`src/rtl/dcache_rd_ctrl.sv`:
```
// Load-port read controller for the write-through L1 data cache: hit/miss handling, miss issue and replay.
// Optional build macro DCACHE_CTRL_SIG_EN drives the access signature outputs from the stored paddr.
module dcache_rd_ctrl #(
  parameter int unsigned     IDX_W       = 12,
  parameter int unsigned     OFF_W       = 4,
  parameter int unsigned     TAG_W       = 44,
  parameter int unsigned     WAYS        = 4,
  parameter int unsigned     ID_W        = 2,
  parameter logic [ID_W-1:0] RD_TX_ID    = ID_W'(1),
  parameter logic [63:0]     CACHED_BASE = 64'h8000_0000,
  parameter logic [63:0]     CACHED_LEN  = 64'h4000_0000
) (
  input  logic                   clk_i,
  input  logic                   rst_ni,
  input  logic                   cache_en_i,
  input  logic                   req_valid_i,
  input  logic [IDX_W-1:0]       addr_index_i,
  input  logic [TAG_W-1:0]       addr_tag_i,
  input  logic                   tag_valid_i,
  input  logic                   kill_req_i,
  input  logic [1:0]             data_size_i,
  output logic                   data_gnt_o,
  output logic                   data_rvalid_o,
  output logic [63:0]            data_rdata_o,
  output logic                   miss_req_o,
  input  logic                   miss_ack_i,
  output logic                   miss_nc_o,
  output logic                   miss_we_o,
  output logic [63:0]            miss_paddr_o,
  output logic [WAYS-1:0]        miss_vld_bits_o,
  output logic [2:0]             miss_size_o,
  output logic [ID_W-1:0]        miss_id_o,
  output logic [13:0]            miss_signature_o,
  input  logic                   miss_replay_i,
  input  logic                   miss_rtrn_vld_i,
  input  logic                   wr_cl_vld_i,
  output logic                   rd_req_o,
  input  logic                   rd_ack_i,
  output logic                   rd_tag_only_o,
  output logic [IDX_W-OFF_W-1:0] rd_idx_o,
  output logic [OFF_W-1:0]       rd_off_o,
  output logic [TAG_W-1:0]       rd_tag_o,
  output logic [13:0]            signature_o,
  input  logic [63:0]            rd_data_i,
  input  logic [WAYS-1:0]        rd_vld_bits_i,
  input  logic [WAYS-1:0]        rd_hit_oh_i
);

  typedef enum logic [2:0] {
    IDLE, READ, MISS_REQ, MISS_WAIT, KILL_MISS, REPLAY_REQ, REPLAY_READ
  } state_e;

  state_e           state_q, state_d;
  logic [IDX_W-1:0] idx_q, idx_d;
  logic [1:0]       size_q, size_d;
  logic [TAG_W-1:0] tag_q, tag_d;
  logic [WAYS-1:0]  vld_q, vld_d;

  logic [TAG_W-1:0] cmp_tag;
  logic [63:0]      paddr, paddr_q;
  logic             nc, hit;

  // The live tag is only compared in the first read cycle; every later state uses the captured one.
  assign cmp_tag = (state_q == READ) ? addr_tag_i : tag_q;
  assign paddr   = 64'({cmp_tag, idx_q});
  assign paddr_q = 64'({tag_q, idx_q});
  assign nc      = !cache_en_i || (paddr < CACHED_BASE) || (paddr >= CACHED_BASE + CACHED_LEN);
  assign hit     = |rd_hit_oh_i;

  assign rd_tag_o        = cmp_tag;
  assign rd_tag_only_o   = 1'b0;
  assign miss_we_o       = 1'b0;
  assign miss_nc_o       = miss_req_o & nc;
  assign miss_id_o       = miss_req_o ? RD_TX_ID : '0;
  assign miss_paddr_o    = paddr_q & ~((64'd1 << size_q) - 64'd1);
  assign miss_vld_bits_o = vld_q;
  assign miss_size_o     = {1'b0, size_q};

`ifdef DCACHE_CTRL_SIG_EN
  assign signature_o      = paddr_q[19:6];
  assign miss_signature_o = paddr_q[19:6];
`else
  assign signature_o      = '0;
  assign miss_signature_o = '0;
`endif

  always_ff @(posedge clk_i or negedge rst_ni) begin
    if (!rst_ni) begin
      state_q <= IDLE;
      idx_q   <= '0;
      size_q  <= '0;
      tag_q   <= '0;
      vld_q   <= '0;
    end else begin
      state_q <= state_d;
      idx_q   <= idx_d;
      size_q  <= size_d;
      tag_q   <= tag_d;
      vld_q   <= vld_d;
    end
  end

  always_comb begin
    state_d       = state_q;
    idx_d         = idx_q;
    size_d        = size_q;
    tag_d         = tag_q;
    vld_d         = vld_q;
    rd_req_o      = 1'b0;
    rd_idx_o      = idx_q[IDX_W-1:OFF_W];
    rd_off_o      = idx_q[OFF_W-1:0];
    data_gnt_o    = 1'b0;
    data_rvalid_o = 1'b0;
    data_rdata_o  = '0;
    miss_req_o    = 1'b0;

    case (state_q)
      IDLE: begin
        rd_req_o = req_valid_i;
        rd_idx_o = addr_index_i[IDX_W-1:OFF_W];
        rd_off_o = addr_index_i[OFF_W-1:0];
        if (req_valid_i && rd_ack_i) begin
          data_gnt_o = 1'b1;
          idx_d      = addr_index_i;
          size_d     = data_size_i;
          state_d    = READ;
        end
      end
      READ: begin
        if (kill_req_i) begin
          data_rvalid_o = 1'b1;
          state_d       = IDLE;
        end else if (!tag_valid_i) begin
          rd_req_o = 1'b1;
        end else begin
          tag_d = addr_tag_i;
          if (wr_cl_vld_i) begin
            state_d = REPLAY_REQ;
          end else if (hit && !nc) begin
            // Hit cycle doubles as the IDLE-style accept slot for the next load.
            data_rvalid_o = 1'b1;
            data_rdata_o  = rd_data_i;
            rd_req_o      = req_valid_i;
            rd_idx_o      = addr_index_i[IDX_W-1:OFF_W];
            rd_off_o      = addr_index_i[OFF_W-1:0];
            if (req_valid_i && rd_ack_i) begin
              data_gnt_o = 1'b1;
              idx_d      = addr_index_i;
              size_d     = data_size_i;
            end else begin
              state_d = IDLE;
            end
          end else begin
            vld_d   = rd_vld_bits_i;
            state_d = MISS_REQ;
          end
        end
      end
      MISS_REQ: begin
        miss_req_o = 1'b1;
        if (kill_req_i) begin
          data_rvalid_o = 1'b1;
          state_d       = miss_ack_i ? KILL_MISS : IDLE;
        end else if (miss_ack_i) begin
          state_d = MISS_WAIT;
        end else if (miss_replay_i) begin
          state_d = REPLAY_REQ;
        end
      end
      MISS_WAIT: begin
        if (kill_req_i) begin
          data_rvalid_o = 1'b1;
          state_d       = miss_rtrn_vld_i ? IDLE : KILL_MISS;
        end else if (miss_rtrn_vld_i) begin
          state_d = REPLAY_REQ;
        end
      end
      KILL_MISS: begin
        if (miss_rtrn_vld_i) state_d = IDLE;
      end
      REPLAY_REQ: begin
        rd_req_o = 1'b1;
        if (kill_req_i) begin
          data_rvalid_o = 1'b1;
          state_d       = IDLE;
        end else if (rd_ack_i) begin
          state_d = REPLAY_READ;
        end
      end
      REPLAY_READ: begin
        if (kill_req_i) begin
          data_rvalid_o = 1'b1;
          state_d       = IDLE;
        end else if (wr_cl_vld_i) begin
          state_d = REPLAY_REQ;
        end else if (hit) begin
          data_rvalid_o = 1'b1;
          data_rdata_o  = rd_data_i;
          state_d       = IDLE;
        end else begin
          vld_d   = rd_vld_bits_i;
          state_d = MISS_REQ;
        end
      end
      default: state_d = IDLE;
    endcase
  end

endmodule

```
`config.mk`:
```
export PLATFORM = sky130hd
export DESIGN_NAME = dcache_rd_ctrl
export DESIGN_NICKNAME = d
export VERILOG_FILES = /design/src/rtl/dcache_rd_ctrl.sv
export SDC_FILE = /design/constraint.sdc
export NUM_CORES = 1
export LEC_CHECK = 0
export BUFFER_PORTS_ARGS = -buffer_cell sky130_fd_sc_hd__clkbuf_2
export CORE_AREA = 5 5 138 140
export CTS_CLUSTER_SIZE = 16
export DETAILED_ROUTE_END_ITERATION = 10
export DIE_AREA = 0 0 143 145
export HOLD_SLACK_MARGIN = 0.03
export PLACE_DENSITY = 0.7
export SLEW_MARGIN = 5
export SYNTH_ARGS = -nofsm -noshare
export SYNTH_HDL_FRONTEND = slang
export SYNTH_SLANG_ARGS = --single-unit
export TNS_END_PERCENT = 5
```
`constraint.sdc`:
```
create_clock -name clk_i -period 5.1 [get_ports clk_i]
set_input_delay 1.53 -clock clk_i [delete_from_list [all_inputs] [get_ports clk_i]]
set_output_delay 1.53 -clock clk_i [all_outputs]
set_load 0.03 [all_outputs]
```
==> impl_metrics.json <==
{
  "finalHoldWorstSlack_ns": 0.5048,
  "multi_input_comb_area_um2": 2888,
  "run_status": "complete, no violations",
  "combinationalPowerShare_pct": 66.0,
  "critPathLaunch": "addr_tag_i[40]",
  "floorplan.io_pins": 369,
  "cts_sinks": 65,
  "ctsHoldBuffers": 0,
  "final_cycle_utilization_of_the_critical_path_pct": 97.71,
  "unrepaired_setup_endpoints_after_global_routing": "true",
  "most_common_cell_after_layout_fill_and_taps_aside": "sky130_fd_sc_hd__clkbuf_2",
  "globalRouteMet3Util_pct": 5.364,
  "ys_seq_area_share_pct": 33.39,
  "synth_seq_cells": 65,
  "timing.rr.start": "state_q[0]",
  "critPathArrivalTime_ns": 3.45,
  "internal-power_uw": 2273,
  "crit_fanout": 31,
  "htreeDepth": 3,
  "tritoncts_clock_tree": "built",
  "final_cell_count_no_fill": 1021,
  "grt.total_usage_pct": 17.62,
  "vias_in_the_first_global_route": 4789,
  "detail_route.wl_per_cell_um": 18.49,
  "period_needed_ns": 4.983,
  "finalWeightedCongestion": 0.8542,
  "seqCellArea_um2": 1627,
  "logic_depth_of_the_worst_register_to_register_path": 5,
  "worst-endpoint-required_ns": 3.57,
  "rows": 49,
  "finalHoldViolations": 0,
  "wl_um": 18870,
  "leak_uw": 0.003616,
  "synth_cell_type_count": 50,
  "number_of_routed_nets_with_antenna_violations": 0,
  "synthArstFlopShare_pct": 100.0,
  "syn_area_um2": 4871,
  "hold_wc_path_type": "reg -> reg",
  "worst_setup_path_start_kind": "input pin",
  "cts_inserted_buffers": 9,
  "post-synth-top-area-fraction_pct": 33.39,
  "edff_count_synth": 0,
  "grt_antenna_before_repair": 2,
  "vias": 4663,
  "globalRouteOverflowTotal": 0,
  "grt_max_degree": 45,
  "critical_path.endpoint_type": "output pin",
  "max_slew_margin_pct": 52.91,
  "areaGrowthSynthToFinish_pct": 43.10,
  "viasPerCell": 4.567,
  "grt_util_met1_pct": 19.13,
  "busiest_layer": "met2",
  "drt_iter0_drcs": 126,
  "avg_inst_size_synth_um2": 10.08,
  "clock_tree.root_cell": "sky130_fd_sc_hd__clkbuf_16",
  "floorplan.die.width_um": 143,
  "gate_count_post_synth": 483,
  "clock_latency_of_the_later_clocked_register_in_the_worst_skew_pair_ns": 0.33,
  "clock_tree.buffer_depth": 2,
  "critPathKind": "in -> out",
  "worst_ir_drop_vdd_v": 0.0005393,
  "totalNegativeSetupSlack_ns": 0,
  "switchingPower_uw": 2600,
  "rrSetupSlack_ns": 2.58,
  "sequential_power_share_pct": 21.7,
  "global_route_wire_length_before_repair_um": 28260,
  "finish.net_count": 930,
  "fraction_of_final_layout_cells_with_drive_strength_greater_than_1_pct": 61.82,
  "netlist_top_cells_area": "sky130_fd_sc_hd__dfrtp_1 33%, sky130_fd_sc_hd__mux2_2 24%, sky130_fd_sc_hd__and2_1 12%, sky130_fd_sc_hd__buf_4 6.5%, sky130_fd_sc_hd__clkbuf_1 3.0%",
  "drt_pre_antenna_iters": 5,
  "placement.io_buffers": 328,
  "initial_utilization_pct": 27.49,
  "drcViolationCount": 0,
  "fmax_mhz": 200.7,
  "min-delay-start": "miss_vld_bits_o[3]",
  "coreArea_um2": 17720,
  "hpwl_um": 15810,
  "synth_largest_area_cell": "sky130_fd_sc_hd__dfrtp_1",
  "chipHeight_um": 145,
  "fillCellCount": 1805,
  "clk_transition_reported_paths_ns": 0.06,
  "synthesis.yosys.warnings": 0,
  "setup_viol": 0,
  "slew_viol_final": 0,
  "power.density_cell_area_nw_per_um2": 699.0,
  "gr-usage-met2_pct": 31.95,
  "switching_share_pct": 53.36,
  "power.share.clock_pct": 12.2,
  "yosys_most_used_dff": "sky130_fd_sc_hd__dfrtp_1",
  "die_area_um2": 20740,
  "mostFrequentLayoutCells": "304 x sky130_fd_sc_hd__clkbuf_2, 102 x sky130_fd_sc_hd__mux2_2, 92 x sky130_fd_sc_hd__and2_1, 65 x sky130_fd_sc_hd__dfrtp_1, 40 x sky130_fd_sc_hd__conb_1",
  "crit-reg2reg-capture": "tag_q[19]",
  "dpl.cell_count": 1001,
  "drv.max_cap_violation_count": 0,
  "fin_worst_skew_ns": 0.006975,
  "max_slew.worst_pin.slew_ns": 0.7064,
  "setup.worst_path.end": "data_rdata_o[55]"
}
metrics by stage:
stage               total power [µW]  instance area [µm²]  utilization [%]  setup WS, ns
floorplan                       3440                 5017                -        0.4947
global placement                4263                 6553            36.98       -0.2810
detailed placement              4294                 6553            36.98       -0.2739
CTS                             4923                 6927            39.09      0.004293
global route                    5145                 6970            39.34      -0.01594
finish                          4873                 6970            39.34        0.1169
critical path, stage by stage:
cell and delay (ns):
sky130_fd_sc_hd__clkbuf_2 0.11, sky130_fd_sc_hd__nor4_1 0.36, sky130_fd_sc_hd__nand4_1 0.28, sky130_fd_sc_hd__a211o_1 0.35
sky130_fd_sc_hd__a21boi_4 0.18, sky130_fd_sc_hd__buf_4 0.16, sky130_fd_sc_hd__buf_16 0.15, sky130_fd_sc_hd__and2_1 0.14
sky130_fd_sc_hd__clkbuf_4 0.19
sequential cells by signal (all words and copies together), names as in the netlist:
name and cells:
state_q 3, tag_q 44, size_q 2, miss_vld_bits_o 4, idx_q 12
power groups by stage:
stage | Combinational (µW) | Clock [µW] | Sequential (µW)
floorplan | 2460 | 0 | 979
global placement | 3210 | 0 | 1050
detailed placement | 3240 | 0 | 1050
CTS | 3250 | 614 | 1060
global route | 3410 | 636 | 1100
finish | 3220 | 597 | 1060
Yosys cell counts (4+ instances only):
master,n
sky130_fd_sc_hd__o21ai_0,5
sky130_fd_sc_hd__nor4_1,11
sky130_fd_sc_hd__buf_4,42
sky130_fd_sc_hd__clkbuf_2,6
sky130_fd_sc_hd__nor2_1,11
sky130_fd_sc_hd__dfrtp_1,65
sky130_fd_sc_hd__mux2_1,7
sky130_fd_sc_hd__a21oi_1,13
sky130_fd_sc_hd__inv_1,5
sky130_fd_sc_hd__mux2_4,9
sky130_fd_sc_hd__clkbuf_1,39
sky130_fd_sc_hd__and2_1,93
sky130_fd_sc_hd__nand2_1,9
sky130_fd_sc_hd__nand2b_1,5
sky130_fd_sc_hd__nor3_1,6
sky130_fd_sc_hd__buf_2,5
sky130_fd_sc_hd__nand4_1,4
sky130_fd_sc_hd__mux2_2,102
repair_timing:
action	in CTS	in global routing
cloned	1	0
pin swaps	0	4
endpoints found under the hold margin	0	0
setup buffers	0	2
setup endpoints to repair	70	57
resized for setup	8	34
cell type report:
cell class / instances / share of cell area [%]
Antenna cell: 1 / 0.03590
Clock buffer: 9 / 3.231
Clock inverter: 7 / 0.9155
Inverter: 5 / 0.2693
Multi-Input combinational cell: 357 / 41.43
Sequential cell: 65 / 23.34
Tap cell: 229 / 4.111
Timing Repair Buffer: 348 / 26.67
routing by layer:
layer / vias to the layer above / routed length (µm)
met1: 2209 / 6678
met2: 251 / 9866
met5: - / 13
met4: 2 / 557
met3: 28 / 1757
li1: 2173 / -
worst min-delay path by stage:
stage                         end  cells past startpoint
4_1_cts        miss_vld_bits_o[3]                      1
6_report       miss_vld_bits_o[3]                      1
2_1_floorplan            idx_q[4]                      1
3_5_place_dp   miss_vld_bits_o[2]                      1
5_1_grt        miss_vld_bits_o[3]                      1
3_3_place_gp   miss_vld_bits_o[3]                      1
kinds of logic (layout without fill, tap and decap cells):
family,Yosys count,in the layout,share of synthesized area [%]
AO/OA/AOI/OAI,36,36,5.703
adder cells (fa/ha/maj),3,3,0.7707
buffers and inverters,100,369,11.69
flip-flops,65,65,33.39
multiplexers,120,120,28.38
other,1,41,0.07699
AND/OR/NAND/NOR,158,158,19.98
Note: power is estimated with default switching activity, not from simulation.
